## src/rtl/wide_addsub_pipe.sv

```systemverilog
`default_nettype none
// ============================================================================
// Module   : wide_addsub_pipe
// Purpose  : Pipelined ripple-carry adder/subtractor. A WIDTH-bit operation is
//            split into STAGES = WIDTH/CHUNK slices. Each stage adds one
//            CHUNK-bit slice and passes its carry forward through a register,
//            so a new result can be produced every advancing cycle.
// Ports    : clk       - clock, all state updates on the rising edge
//            reset     - synchronous active-high reset, priority over en
//            en        - pipeline advance; 0 freezes every register
//            in_valid  - a/b/cin/sub carry a transaction this cycle
//            a, b      - operands (unsigned or two's complement)
//            cin       - carry-in for add, borrow-in for subtract
//            sub       - 0: a + b + cin, 1: a - b - cin
//            out_valid - sum/cout/ovf hold a new result this cycle
//            sum       - result modulo 2^WIDTH
//            cout      - raw carry out of the MSB (for subtract, 1 = no borrow)
//            ovf       - signed overflow
// Revision : 1.0 - initial release
// ============================================================================
module wide_addsub_pipe #(
    parameter int WIDTH = 16,
    parameter int CHUNK = 4
) (
    input  logic             clk,
    input  logic             reset,
    input  logic             en,
    input  logic             in_valid,
    input  logic [WIDTH-1:0] a,
    input  logic [WIDTH-1:0] b,
    input  logic             cin,
    input  logic             sub,
    output logic             out_valid,
    output logic [WIDTH-1:0] sum,
    output logic             cout,
    output logic             ovf
);

    localparam int c_chunk_safe = (CHUNK < 1) ? 1 : CHUNK;
    localparam int STAGES       = WIDTH / c_chunk_safe;

    if ((CHUNK < 1) || ((WIDTH % c_chunk_safe) != 0)) begin : g_bad_params
        $error("wide_addsub_pipe: WIDTH must be a positive multiple of CHUNK");
    end

    logic             r_out_valid;
    logic [WIDTH-1:0] r_sum;
    logic             r_cout;
    logic             r_ovf;

    assign out_valid = r_out_valid;
    assign sum       = r_sum;
    assign cout      = r_cout;
    assign ovf       = r_ovf;

    // Stage k sees the operand bits [WIDTH-1:k*CHUNK] still to be added, the
    // carry out of the slices below it and the sum bits already produced.
    for (genvar k = 0; k < STAGES; k++) begin : g_stage
        localparam int c_rem = WIDTH - k * CHUNK;

        logic [c_rem-1:0]         w_a;
        logic [c_rem-1:0]         w_b;
        logic                     w_cin;
        logic                     w_valid;
        logic [CHUNK:0]           w_chunk;
        logic [(k+1)*CHUNK-1:0]   w_sum_acc;

        if (k == 0) begin : g_src
            // Subtraction folds into addition: a + ~b + ~cin == a - b - cin.
            assign w_a       = a;
            assign w_b       = sub ? ~b : b;
            assign w_cin     = sub ? ~cin : cin;
            assign w_valid   = in_valid;
            assign w_sum_acc = w_chunk[CHUNK-1:0];
        end else begin : g_src
            assign w_a       = g_stage[k-1].g_mid.r_a;
            assign w_b       = g_stage[k-1].g_mid.r_b;
            assign w_cin     = g_stage[k-1].g_mid.r_carry;
            assign w_valid   = g_stage[k-1].g_mid.r_valid;
            assign w_sum_acc = {w_chunk[CHUNK-1:0], g_stage[k-1].g_mid.r_sum};
        end

        assign w_chunk = {1'b0, w_a[CHUNK-1:0]} + {1'b0, w_b[CHUNK-1:0]}
                       + {{CHUNK{1'b0}}, w_cin};

        if (k < STAGES - 1) begin : g_mid
            logic [(k+1)*CHUNK-1:0] r_sum;
            logic                   r_carry;
            logic [c_rem-CHUNK-1:0] r_a;
            logic [c_rem-CHUNK-1:0] r_b;
            logic                   r_valid;

            // Only the valid bit needs clearing; data behind a cleared valid
            // is never observed.
            always_ff @(posedge clk) begin
                if (reset) begin
                    r_valid <= 1'b0;
                end else if (en) begin
                    r_valid <= w_valid;
                    r_sum   <= w_sum_acc;
                    r_carry <= w_chunk[CHUNK];
                    r_a     <= w_a[c_rem-1:CHUNK];
                    r_b     <= w_b[c_rem-1:CHUNK];
                end
            end
        end else begin : g_last
            logic w_ovf;

            // Carry into the MSB equals a^b'^sum at that bit, so overflow is
            // carry-out XOR that recovered carry-in.
            assign w_ovf = w_chunk[CHUNK] ^ w_a[CHUNK-1] ^ w_b[CHUNK-1]
                         ^ w_chunk[CHUNK-1];

            always_ff @(posedge clk) begin
                if (reset) begin
                    r_out_valid <= 1'b0;
                    r_sum       <= '0;
                    r_cout      <= 1'b0;
                    r_ovf       <= 1'b0;
                end else if (en) begin
                    r_out_valid <= w_valid;
                    // Bubbles leave the last result on the outputs.
                    if (w_valid) begin
                        r_sum  <= w_sum_acc;
                        r_cout <= w_chunk[CHUNK];
                        r_ovf  <= w_ovf;
                    end
                end
            end
        end
    end

endmodule
`default_nettype wire

```

## config.mk

```make
export PLATFORM = sky130hd
export DESIGN_NAME = wide_addsub_pipe
export DESIGN_NICKNAME = d
export VERILOG_FILES = /design/src/rtl/wide_addsub_pipe.sv
export SDC_FILE = /design/constraint.sdc
export NUM_CORES = 1
export LEC_CHECK = 0
export ABC_AREA = 1
export CAP_MARGIN = 30
export CORE_ASPECT_RATIO = 2
export CORE_UTILIZATION = 53
export DETAILED_ROUTE_END_ITERATION = 8
export GPL_ROUTABILITY_DRIVEN = 0
export GPL_TIMING_DRIVEN = 0
export MAX_ROUTING_LAYER = met4
export PLACE_DENSITY = 0.78
export SYNTH_ARGS = -nofsm -noshare
export SYNTH_HDL_FRONTEND = slang
export SYNTH_SLANG_ARGS = --single-unit
export TNS_END_PERCENT = 5
```

## constraint.sdc

```tcl
create_clock -name clk -period 6.14 [get_ports clk]
set_input_delay 0.921 -clock clk [delete_from_list [all_inputs] [get_ports clk]]
set_output_delay 0.921 -clock clk [all_outputs]
set_load 0.1 [all_outputs]
```

==> flow_metrics.env <==
export IMPL_crit_buf_inv=1
export IMPL_grt_max_degree=37
export IMPL_hold_viol=0
export IMPL_grt_pass1_vias=2031
export IMPL_timing_rr_end="ovf"
export IMPL_rows=43
export IMPL_vias=2097
export IMPL_crit_path_max_fanout=2
export IMPL_nets=396
export IMPL_cts_htree_levels=3
export IMPL_multi_input_area_sq_um=991
export IMPL_regArea_sq_um=2690
export IMPL_slowest_stage="clkdlybuf4s50_1"
export IMPL_grt_usage_pct=16.5
export IMPL_avgSynthCellArea_sq_um=14.2
export IMPL_min_from="g_stage[0].g_mid.r_sum[3]"
export IMPL_cts_repair_resized=0
export IMPL_synth_seq_cells=97
export IMPL_cts_root_buffer="clkbuf_16"
export IMPL_cellLeakagePower_nw=1.83
export IMPL_critPathKind="flip-flop to output pin"
export IMPL_hold_ws_ns=0.415
export IMPL_clk_path_buf_depth=2
export IMPL_setup_violations_final=0
export IMPL_total_power_mw=1.47
export IMPL_rr_startpoint="g_stage[2].g_mid.r_carry"
export IMPL_end_kind="output pin"
export IMPL_wl_per_cell_um=11.8
export IMPL_cts_hold_buf=0
export IMPL_cp_slowest_stage_delay_ns=1.16
export IMPL_dr_pass1_iters=6
export IMPL_post_cts_buffers=0
export IMPL_drv_cap=0
export IMPL_syn_nets=328
export IMPL_worstHoldPathType="flip-flop to flip-flop"
export IMPL_clk_pin_slew_ns=0.06
export IMPL_start_util_pct=55.1
export IMPL_finClkSkew_ns=0.00429
export IMPL_min_to="g_stage[1].g_mid.r_sum[3]"
export IMPL_period_minus_slack_ns=2.77
export IMPL_slew_headroom_pct=33.9
export IMPL_grt_antenna_before_repair=0
export IMPL_ir_worst_vdd_uv=225
export IMPL_grt_pass1_wl_um=8490
export IMPL_portBuffers=55
export IMPL_syn_cell_area_sq_um=3820
export IMPL_cts_sinks=97
export IMPL_cts_tree="done"
export IMPL_synth_cell_type_count=20
export IMPL_overflow=0
export IMPL_core_area_sq_um=6940
export IMPL_ant_nets=0
export IMPL_worstMarginPinSlew_ns=0.988
export IMPL_rr_worst_depth=10
export IMPL_seq_area_frac_synth_pct=70.4
export IMPL_drt_iter0_markers=77
export IMPL_fp_dieW_um=62.1
export IMPL_pin_count=57
export IMPL_rsz0062_at_grt="false"
export IMPL_syn2layout_area_growth_pct=26.2
export IMPL_wirelength_um=5110
export IMPL_route_detailed_drc=0
export IMPL_cp_required_ns=5.22
export IMPL_syn_inst=270
export IMPL_whs_path_depth=0
export IMPL_critPathArrivalTime_ns=1.85
export IMPL_drive_above_1_share_pct=9.36
export IMPL_status="complete, no violations"
export IMPL_start_kind="flip-flop"
export IMPL_die_area_sq_um=7580
export IMPL_place_hpwl_um=3700
export IMPL_cts_buffers_inserted=9
export IMPL_ys_warnings_count=0
export IMPL_nFillCells=492
export IMPL_reg2reg_setup_slack_ns=4.09
export IMPL_powerDensity_nw_per_um2=304
export IMPL_clkLatencyLatePin_ns=0.33
export IMPL_path_cells="clkdlybuf4s50_1"
export IMPL_vias_per_cell=4.85
export IMPL_fmax_ghz=0.361
export IMPL_worst_path_dominant_cell_family="buffers and inverters"
export IMPL_antenna_cells=0
export IMPL_timing_final_crit_share_pct=45.1
export IMPL_drv_slew=0
export IMPL_die_h_um=122
-- layout by cell type (no fill, tap or decap), types with 2 or more instances in the layout --
cell and count:
buf_4 2, edfxtp_1 75, o21ai_0 23, nand2_1 19
clkbuf_1 2, xnor2_1 3, xor2_1 21, clkdlybuf4s50_1 55
nor2_2 8, ha_1 12, buf_12 3, clkinv_2 2
inv_1 20, fa_1 8, dfxtp_1 22, nand3_1 9
nor2_1 29, clkbuf_16 9, a21oi_1 10
-- worst max-delay path by stage --
stage | startpoint | endpoint | slack, ns | cells after the start
3_5_place_dp | en | g_stage[0].g_mid.r_a[7] | 3.20 | 5
6_report | sum[10] | sum[10] | 3.37 | 1
4_1_cts | sum[10] | sum[10] | 3.34 | 1
3_3_place_gp | en | g_stage[0].g_mid.r_a[7] | -0.04 | 3
2_1_floorplan | en | g_stage[0].g_mid.r_a[0] | 1.51 | 2
5_1_grt | sum[10] | sum[10] | 3.34 | 1
-- flip-flops by register name (all words and copies together) (netlist names) --
register	cells
g_stage.g_mid.r_sum	24
g_stage.g_mid.r_carry	3
g_stage.g_mid.r_b	24
g_stage.g_mid.r_a	24
out_valid	1
ovf	1
sum	16
g_stage.g_mid.r_valid	3
cout	1
-- stage by stage --
stage	setup WS (ns)	utilization, %	TNS [ns]	instances	area (sq um)
3_3_place_gp	-0.0409	64.7	-2.85	415	4490
5_1_grt	3.34	69.6	0	432	4830
3_5_place_dp	3.20	65.5	0	417	4540
4_1_cts	3.34	69.6	0	432	4830
6_report	3.37	69.6	0	432	4830
2_1_floorplan	1.51	-	0	270	3820
-- Yosys cell counts (all sizes together) --
cell type  count  share of area [%]
a21oi         10                1.3
buf            4                1.4
clkbuf         3               0.33
dfxtp         22                 12
edfxtp        75                 59
fa             8                4.2
ha            12                3.9
inv           21                2.1
nand2         20                2.2
nand3          9                1.2
nor2          38                4.3
o211ai         1               0.20
o21ai         23                3.0
xnor2          3               0.69
xor2          21                4.8
-- routing by layer --
| metal | GRT usage (%) | part of all wire (%) |
|---|---|---|
| met1 | 15.9 | 37 |
| met2 | 27.8 | 58 |
| met3 | 3.93 | 3.0 |
| met4 | 10.7 | 2.1 |
| met5 | - | 0 |
-- layout make-up --
| type | count | area share, % |
|---|---|---|
| Clock buffer | 9 | 4.66 |
| Inverter | 21 | 1.68 |
| Clock inverter | 6 | 1.24 |
| Tap cell | 90 | 2.33 |
| Timing Repair Buffer | 57 | 12.4 |
| Multi-Input combinational cell | 145 | 20.5 |
| Sequential cell | 97 | 55.8 |
| Buffer | 7 | 1.40 |
-- logic make-up (layout without fill, tap and decap cells) --
logic type | after synthesis | in the layout | synth area share, %
AOI/OAI and AO/OA | 34 | 34 | 4.51
adders and majority gates | 20 | 20 | 8.11
buffers and inverters | 28 | 100 | 3.89
xor gates and xnor gates | 24 | 24 | 5.50
DFF | 97 | 97 | 70.4
and+or+nand+nor | 67 | 67 | 7.59
-- where the power goes --
group          switching (mW)  total, mW  leakage [nW]  internal [mW]
clock network           0.221      0.532         0.139          0.311
registers              0.0122      0.767         0.884          0.755
logic                   0.103      0.171         0.806         0.0681
Power figures use the tool's default switching activity.
